`config.mk`:
```
export PLATFORM = sky130hd
export DESIGN_NAME = lcd_frame_builder
export DESIGN_NICKNAME = d
export VERILOG_FILES = /design/src/rtl/lcd_pkg.sv /design/src/rtl/lcd_bl_ctrl.sv /design/src/rtl/lcd_frame_builder.sv
export SDC_FILE = /design/constraint.sdc
export NUM_CORES = 1
export LEC_CHECK = 0
export ABC_AREA = 1
export CAP_MARGIN = 25
export CELL_PAD_IN_SITES_DETAIL_PLACEMENT = 1
export CELL_PAD_IN_SITES_GLOBAL_PLACEMENT = 2
export CORE_MARGIN = 1
export CORE_UTILIZATION = 23
export DETAILED_ROUTE_END_ITERATION = 12
export HOLD_SLACK_MARGIN = 0.02
export PLACE_DENSITY = 0.83
export SETUP_SLACK_MARGIN = 0.15
export SYNTH_ARGS = -nofsm -noshare
export SYNTH_HDL_FRONTEND = slang
export SYNTH_HIERARCHICAL = 1
export SYNTH_SLANG_ARGS = --single-unit
```
`constraint.sdc`:
```
create_clock -name CLOCK_50 -period 2.6 [get_ports CLOCK_50]
set_input_delay 0.39 -clock CLOCK_50 [delete_from_list [all_inputs] [get_ports CLOCK_50]]
set_output_delay 0.39 -clock CLOCK_50 [all_outputs]
set_load 0.02 [all_outputs]
```
`src/rtl/lcd_pkg.sv`:
```
// Shared constants, types and the weekday name ROM for the LCD frame builder.
package lcd_pkg;

    localparam logic [7:0] SPACE  = 8'h20;
    localparam logic [7:0] COLON  = 8'h3A;
    localparam logic [7:0] SLASH  = 8'h2F;
    localparam logic [7:0] DIGIT0 = 8'h30;

    localparam int unsigned WEEK_W   = 3;
    localparam int unsigned NAME_LEN = 9;

    typedef logic [WEEK_W-1:0] week_t;

    typedef enum logic [1:0] {
        OFF = 2'd0,
        ON  = 2'd1,
        ADJ = 2'd2
    } bl_state_t;

    // Space-padded name; the first character sits in the most significant byte.
    function automatic logic [8*NAME_LEN-1:0] wk_name(input week_t w);
        logic [8*NAME_LEN-1:0] name;
        case (w)
            3'd0:    name = "Sunday   ";
            3'd1:    name = "Monday   ";
            3'd2:    name = "Tuesday  ";
            3'd3:    name = "Wednesday";
            3'd4:    name = "Thursday ";
            3'd5:    name = "Friday   ";
            3'd6:    name = "Saturday ";
            default: name = "         ";
        endcase
        return name;
    endfunction

    function automatic logic [7:0] bcd_char(input logic [3:0] nib);
        return DIGIT0 | {4'h0, nib};
    endfunction

endpackage

```
`src/rtl/lcd_bl_ctrl.sv`:
```
// Backlight controller: bl synchroniser/edge detector, OFF/ON/ADJ FSM,
// retriggerable timeout counter and free-running blink counter.
module lcd_bl_ctrl
    import lcd_pkg::*;
#(
    parameter int unsigned BL_TIMEOUT = 134217728,
    parameter int unsigned BLINK_BIT  = 24
) (
    input  logic clk,
    input  logic rst_n,
    input  logic adjust_week,
    input  logic bl,
    output logic bl_en
);

    localparam int unsigned TIMER_W = (BL_TIMEOUT > 1) ? $clog2(BL_TIMEOUT) : 1;
    localparam logic [TIMER_W-1:0] TIMER_MAX = TIMER_W'(BL_TIMEOUT - 1);
    localparam int unsigned BLINK_W = BLINK_BIT + 1;

    logic               bl_meta_q, bl_sync_q, bl_prev_q;
    logic               bl_rise;
    logic [BLINK_W-1:0] blink_q;
    logic [TIMER_W-1:0] timer_q, timer_d;
    bl_state_t          state_q, state_d;
    logic               bl_en_q, bl_en_d;

    assign bl_rise = bl_sync_q & ~bl_prev_q;

    // Input synchroniser, edge detector and blink counter.
    always_ff @(posedge clk) begin
        if (!rst_n) begin
            bl_meta_q <= 1'b0;
            bl_sync_q <= 1'b0;
            bl_prev_q <= 1'b0;
            blink_q   <= '0;
        end else begin
            bl_meta_q <= bl;
            bl_sync_q <= bl_meta_q;
            bl_prev_q <= bl_sync_q;
            blink_q   <= blink_q + BLINK_W'(1);
        end
    end

    // State register, timer and registered enable.
    always_ff @(posedge clk) begin
        if (!rst_n) begin
            state_q <= OFF;
            timer_q <= '0;
            bl_en_q <= 1'b0;
        end else begin
            state_q <= state_d;
            timer_q <= timer_d;
            bl_en_q <= bl_en_d;
        end
    end

    // Next state; adjust mode beats timer expiry, which beats a bl edge.
    always_comb begin
        state_d = state_q;
        timer_d = timer_q;
        case (state_q)
            OFF: begin
                if (adjust_week) begin
                    state_d = ADJ;
                end else if (bl_rise) begin
                    state_d = ON;
                    timer_d = TIMER_MAX;
                end
            end
            ON: begin
                if (adjust_week) begin
                    state_d = ADJ;
                end else if (timer_q == '0) begin
                    state_d = OFF;
                end else if (bl_rise) begin
                    timer_d = TIMER_MAX;
                end else begin
                    timer_d = timer_q - TIMER_W'(1);
                end
            end
            ADJ: begin
                if (!adjust_week) begin
                    state_d = ON;
                    timer_d = TIMER_MAX;
                end
            end
            default: state_d = OFF;
        endcase
    end

    always_comb begin
        bl_en_d = 1'b0;
        case (state_q)
            ON:      bl_en_d = 1'b1;
            ADJ:     bl_en_d = blink_q[BLINK_BIT];
            default: bl_en_d = 1'b0;
        endcase
    end

    assign bl_en = bl_en_q;

endmodule

```
`src/rtl/lcd_frame_builder.sv`:
```
// Formats BCD time/date plus the tracked weekday into a ROWS x COLS ASCII frame
// and hosts the backlight controller.
module lcd_frame_builder
    import lcd_pkg::*;
#(
    parameter int unsigned COLS       = 16,
    parameter int unsigned ROWS       = 2,
    parameter int unsigned BL_TIMEOUT = 134217728,
    parameter int unsigned BLINK_BIT  = 24,
    parameter int unsigned WEEK_INIT  = 0
) (
    input  logic                     CLOCK_50,
    input  logic                     rst_n,
    input  logic                     adjust_week,
    input  logic                     add_week,
    input  logic                     bl,
    input  logic [6:0]               second,
    input  logic [6:0]               minute,
    input  logic [5:0]               hour,
    input  logic [5:0]               day,
    input  logic [4:0]               month,
    input  logic [7:0]               year_l,
    input  logic [7:0]               year_h,
    output logic [8*COLS*ROWS-1:0]   data_in,
    output logic                     bl_en,
    output logic [2:0]               week,
    output logic                     frame_upd
);

    localparam int unsigned FRAME_W = 8 * COLS * ROWS;
    localparam int unsigned ROW0_W  = 16;

    logic                  aw_meta_q, aw_sync_q, aw_prev_q;
    logic                  aw_rise;
    logic [5:0]            hour_prev_q;
    logic                  midnight;
    week_t                 week_q, week_d;
    logic [ROW0_W-1:0][7:0] row0;
    logic [8*NAME_LEN-1:0] name;
    logic [FRAME_W-1:0]    frame_q, frame_d;
    logic                  frame_upd_q;
    logic                  unused_sec;

    assign aw_rise  = aw_sync_q & ~aw_prev_q;
    assign midnight = (hour_prev_q == 6'h23) && (hour == 6'h00);
    assign unused_sec = ^second[6:1];

    always_comb begin
        week_d = week_q;
        if (adjust_week ? aw_rise : midnight) begin
            week_d = (week_q >= week_t'(6)) ? week_t'(0) : week_q + week_t'(1);
        end
    end

    always_ff @(posedge CLOCK_50) begin
        if (!rst_n) begin
            aw_meta_q   <= 1'b0;
            aw_sync_q   <= 1'b0;
            aw_prev_q   <= 1'b0;
            hour_prev_q <= 6'h00;
            week_q      <= week_t'(WEEK_INIT);
            frame_q     <= {(FRAME_W/8){SPACE}};
            frame_upd_q <= 1'b0;
        end else begin
            aw_meta_q   <= add_week;
            aw_sync_q   <= aw_meta_q;
            aw_prev_q   <= aw_sync_q;
            hour_prev_q <= hour;
            week_q      <= week_d;
            frame_q     <= frame_d;
            frame_upd_q <= (frame_d != frame_q);
        end
    end

    // "YYYY/MM/DD HH:MM"; invalid BCD nibbles fall through to 0x3A-0x3F.
    always_comb begin
        row0[0]  = bcd_char(year_h[7:4]);
        row0[1]  = bcd_char(year_h[3:0]);
        row0[2]  = bcd_char(year_l[7:4]);
        row0[3]  = bcd_char(year_l[3:0]);
        row0[4]  = SLASH;
        row0[5]  = bcd_char({3'b000, month[4]});
        row0[6]  = bcd_char(month[3:0]);
        row0[7]  = SLASH;
        row0[8]  = bcd_char({2'b00, day[5:4]});
        row0[9]  = bcd_char(day[3:0]);
        row0[10] = SPACE;
        row0[11] = bcd_char({2'b00, hour[5:4]});
        row0[12] = bcd_char(hour[3:0]);
        row0[13] = second[0] ? SPACE : COLON;
        row0[14] = bcd_char({1'b0, minute[6:4]});
        row0[15] = bcd_char(minute[3:0]);
    end

    assign name = wk_name(week_q);

    always_comb begin
        frame_d = {(FRAME_W/8){SPACE}};
        for (int unsigned c = 0; c < ROW0_W; c++) begin
            frame_d[8*c +: 8] = row0[c];
        end
        for (int unsigned c = 0; c < NAME_LEN; c++) begin
            frame_d[8*(COLS+c) +: 8] = name[8*(NAME_LEN-1-c) +: 8];
        end
    end

    lcd_bl_ctrl #(
        .BL_TIMEOUT (BL_TIMEOUT),
        .BLINK_BIT  (BLINK_BIT)
    ) u_bl_ctrl (
        .clk         (CLOCK_50),
        .rst_n       (rst_n),
        .adjust_week (adjust_week),
        .bl          (bl),
        .bl_en       (bl_en)
    );

    assign data_in   = frame_q;
    assign week      = week_q;
    assign frame_upd = frame_upd_q;

endmodule
```
==> out/summary.txt <==
=====================================================================================
Status ................................................................. finished clean
CTS root buf ...........................................................    clkbuf_16
Setup clock skew after layout ..........................................     13.97 ps
Number of placement rows ...............................................           70
Hold Vio Cnt, Final ....................................................            0
Setup crit start kind ..................................................         flop
Clock net sink count ...................................................          136
Iteration count of the initial detailed-routing pass ...................            4
Proportion of power drawn by flip-flops and latches ....................        32.1%
Vias in the first global route .........................................         7301
Number of maximum-capacitance constraint violations ....................            0
Area growth syn-to-layout ..............................................       23.04%
Clock transition at the registers of the reported paths ................        70 ps
Count of unique library cells instantiated by Yosys ....................           37
Die Wd .................................................................     194.3 um
Count of pins over their slew limit ....................................            0
Die span in y ..........................................................     194.3 um
Count of flip-flops with a built-in enable after synthesis .............            0
Global-route wire length before repair .................................     37.46 mm
Layout cell share with drive strength beyond 1 .........................       5.452%
Headroom to the max-slew limit .........................................       64.19%
Cells along the critical path .......................................... inv_1 -> ha_1 -> nand2_1 -> nand2_2 -> nor2_4 -> buf_4 -> nand3_1 -> nand2_1 -> nand2_1 -> nor3_1 -> nand3_1 -> nor2_1 -> nor2_1
Placed Instance Area ................................................... 0.009812 mm2
Async set-or-reset flop fraction in the synthesized netlist ............           0%
H-tree depth ...........................................................            4
Total track usage ......................................................       12.36%
Crit path max-delay cell type ..........................................      dfxtp_2
Worst path arrival time ................................................      2480 ps
Seq/Total Area, Yosys ..................................................       32.00%
Final weighted congestion of routability-driven global placement .......       0.7829
Count of pins on the block boundary ....................................          313
Total negative slack ...................................................         0 ps
Post-route cell area ...................................................  0.01047 mm2
Buffers on Ports .......................................................          162
Leading cell types in the layout, fill and taps excluded ............... nand2_1, nor2_1, inv_1
Biggest fanout along the worst timing path .............................            7
Relative contribution of combinational cells to total power ............        37.3%
Standby leakage power ..................................................     5.138 nW
Number of antenna violations at the first check in global routing ......            0
Worst setup slack after layout .........................................     421.9 ps
Aggregate global routing overflow ......................................            0
Hold buffer count at CTS ...............................................            0
Largest buffer count on any clock path .................................            2
Clock network power share ..............................................        30.5%
Final setup viols ......................................................            0
Mapped Avg Cell Area ...................................................    6.516 um2
Most frequent standard cell in the layout excluding fill and tap cells .      nand2_1
Slew of the pin with the lowest slew margin ............................     536.3 ps
Pint ...................................................................     4.983 mW
Number of register bits inferred by synthesis ..........................          136
Drc violations .........................................................            0
Count of antenna-violating nets left after detailed routing ............            0
Max stage delay on crit path ...........................................       400 ps
Worst-Skew Late Latency ................................................       430 ps
Classification of the worst setup path ................................. flop to flop
Unrepaired setup endpoints after global routing ........................        false
Sw Ratio ...............................................................       41.05%
Core Box Area ..........................................................  0.03652 mm2
Count of antenna diodes in the layout ..................................            0
Dominant register cell in the synthesized netlist ......................      dfxtp_1
FMAX ...................................................................   0.4591 GHz
Routed wire length .....................................................     23.40 mm
Starting density of the core ...........................................       23.30%
Post-synth design cell area ............................................ 0.008509 mm2
Kind of cell adding the most delay to the critical path ................ simple AND/OR/NAND/NOR gates
Path type of the worst min-delay path .................................. input pin to flop
Endpoint required time on the critical path ............................      2900 ps
Num CTS Buffers ........................................................           17
Via density ............................................................        3.978
Total net switching power ..............................................     3.469 mW
Number of vias after detailed routing ..................................         7626
Most used cell along the critical path .................................      nand2_1
Power per standard cell area ........................................... 807.3 mW/mm2
Synthesis warning total ................................................            6
Synth Instances ........................................................         1306
Initial DRC Count ......................................................          218
Largest net degree at the start of global routing ......................           45
Die Outline Area .......................................................  0.03777 mm2
Post-layout min period .................................................      2178 ps
Wire per inst ..........................................................     12.20 um
Clock tree from TritonCTS ..............................................          yes
Final period utilization ...............................................       83.77%
Total Nets Final .......................................................         1500
Post-DP HPWL ...........................................................     18.00 mm
Worst VDD drop .........................................................     354.0 uV
Worst path bufs/invs ...................................................            2
Kind of end point of the critical path .................................         flop
Minimum hold slack .....................................................     324.8 ps
Post-Place Worst Slack .................................................     213.1 ps
=====================================================================================
## metal layers
layer	global-route usage, %	up-vias	part of all wire, %	wire length [um]
met1	15.24	3524	46	10820
met4	3.380	0	1.3	312
li1	-	3893	-	-
met3	2.256	19	3.6	846
met2	21.90	190	49	11420
met5	0	-	0	0
## power by group through the flow
stage	combinational (mW)	sequential, mW	clock, mW
floorplan	2.46	2.76	0
global placement	3.10	2.75	0
detailed placement	3.17	2.77	0
CTS	3.19	2.72	2.67
global route	3.60	2.77	2.76
finish	3.16	2.72	2.58
## flip-flops by register name, indices dropped and copies added (netlist names)
register and cells:
week 3, aw_meta_q 1, hour_prev_q 5, u_bl_ctrl/bl_en 1
u_bl_ctrl/state_q 2, u_bl_ctrl/bl_meta_q 1, u_bl_ctrl/blink_q 25, u_bl_ctrl/bl_sync_q 1
data_in 66, u_bl_ctrl/timer_q 27, aw_prev_q 1, frame_upd 1
u_bl_ctrl/bl_prev_q 1, aw_sync_q 1
## final timing paths
path / start / endpoint / slack, ps / cells past startpoint
setup / recovery: week[0] / frame_upd / 420 / 13
hold / removal: rst_n / u_bl_ctrl/bl_sync_q / 320 / 3
setup reg to reg: week[0] / frame_upd / 420 / 13
hold reg to reg: u_bl_ctrl/bl_meta_q / u_bl_ctrl/bl_sync_q / 420 / 2
## cells in the mapped netlist (6+ instances only)
cell      instances  area [um2]
nor2_2            6       37.54
dfxtp_1         136        2723
nor3_1           15       75.07
a21oi_1          49       245.2
inv_1           190       713.2
nand4_1          17       106.4
nand3b_1          7       52.55
nand2_1         314        1179
buf_4           187        1404
o21ai_0          25       125.1
xor2_1            6       52.55
buf_2            10       50.05
xnor2_1          16       140.1
nor2_1          204       765.7
ha_1             11       137.6
nand3_1          66       330.3
## final cells by class
| type | count | area (um2) |
|---|---|---|
| sequential | 136 | 2725 |
| tap | 468 | 585.6 |
| clock inverter | 14 | 183.9 |
| fill | 4617 | 26050 |
| clock buffer | 18 | 429.2 |
| timing repair buffer | 180 | 1754 |
| inverter | 192 | 720.7 |
| multi-input combinational | 909 | 4071 |
## what timing repair did
item	4_1_cts	5_1_grt
endpoints found under the hold margin	0	0
setup buffers	0	3
gates resized for setup	0	9
endpoints found under the setup margin	0	1
## worst min-delay path: stages
cell,delay [ps]
buf_4,190
nand2_1,80
inv_1,30
## metrics by stage
step / power [mW] / std cells / utilization (%)
4_1_cts: 8.584 / 1914 / 28.54
5_1_grt: 9.132 / 1917 / 28.67
3_3_place_gp: 5.853 / 1882 / 26.87
2_1_floorplan: 5.221 / 1448 / -
6_report: 8.452 / 1917 / 28.67
3_5_place_dp: 5.937 / 1882 / 26.87
## kinds of logic after synthesis
group / Yosys count / synth area share, %
flip-flops: 136 / 32.00
other: 2 / 0.08826
buffers and inverters: 403 / 26.66
adder cells (fa/ha/maj): 12 / 1.853
AND/OR/NAND/NOR: 645 / 31.70
AO/OA/AOI/OAI: 86 / 5.440
XOR/XNOR: 22 / 2.264
Note: power is estimated with default switching activity, not from simulation.
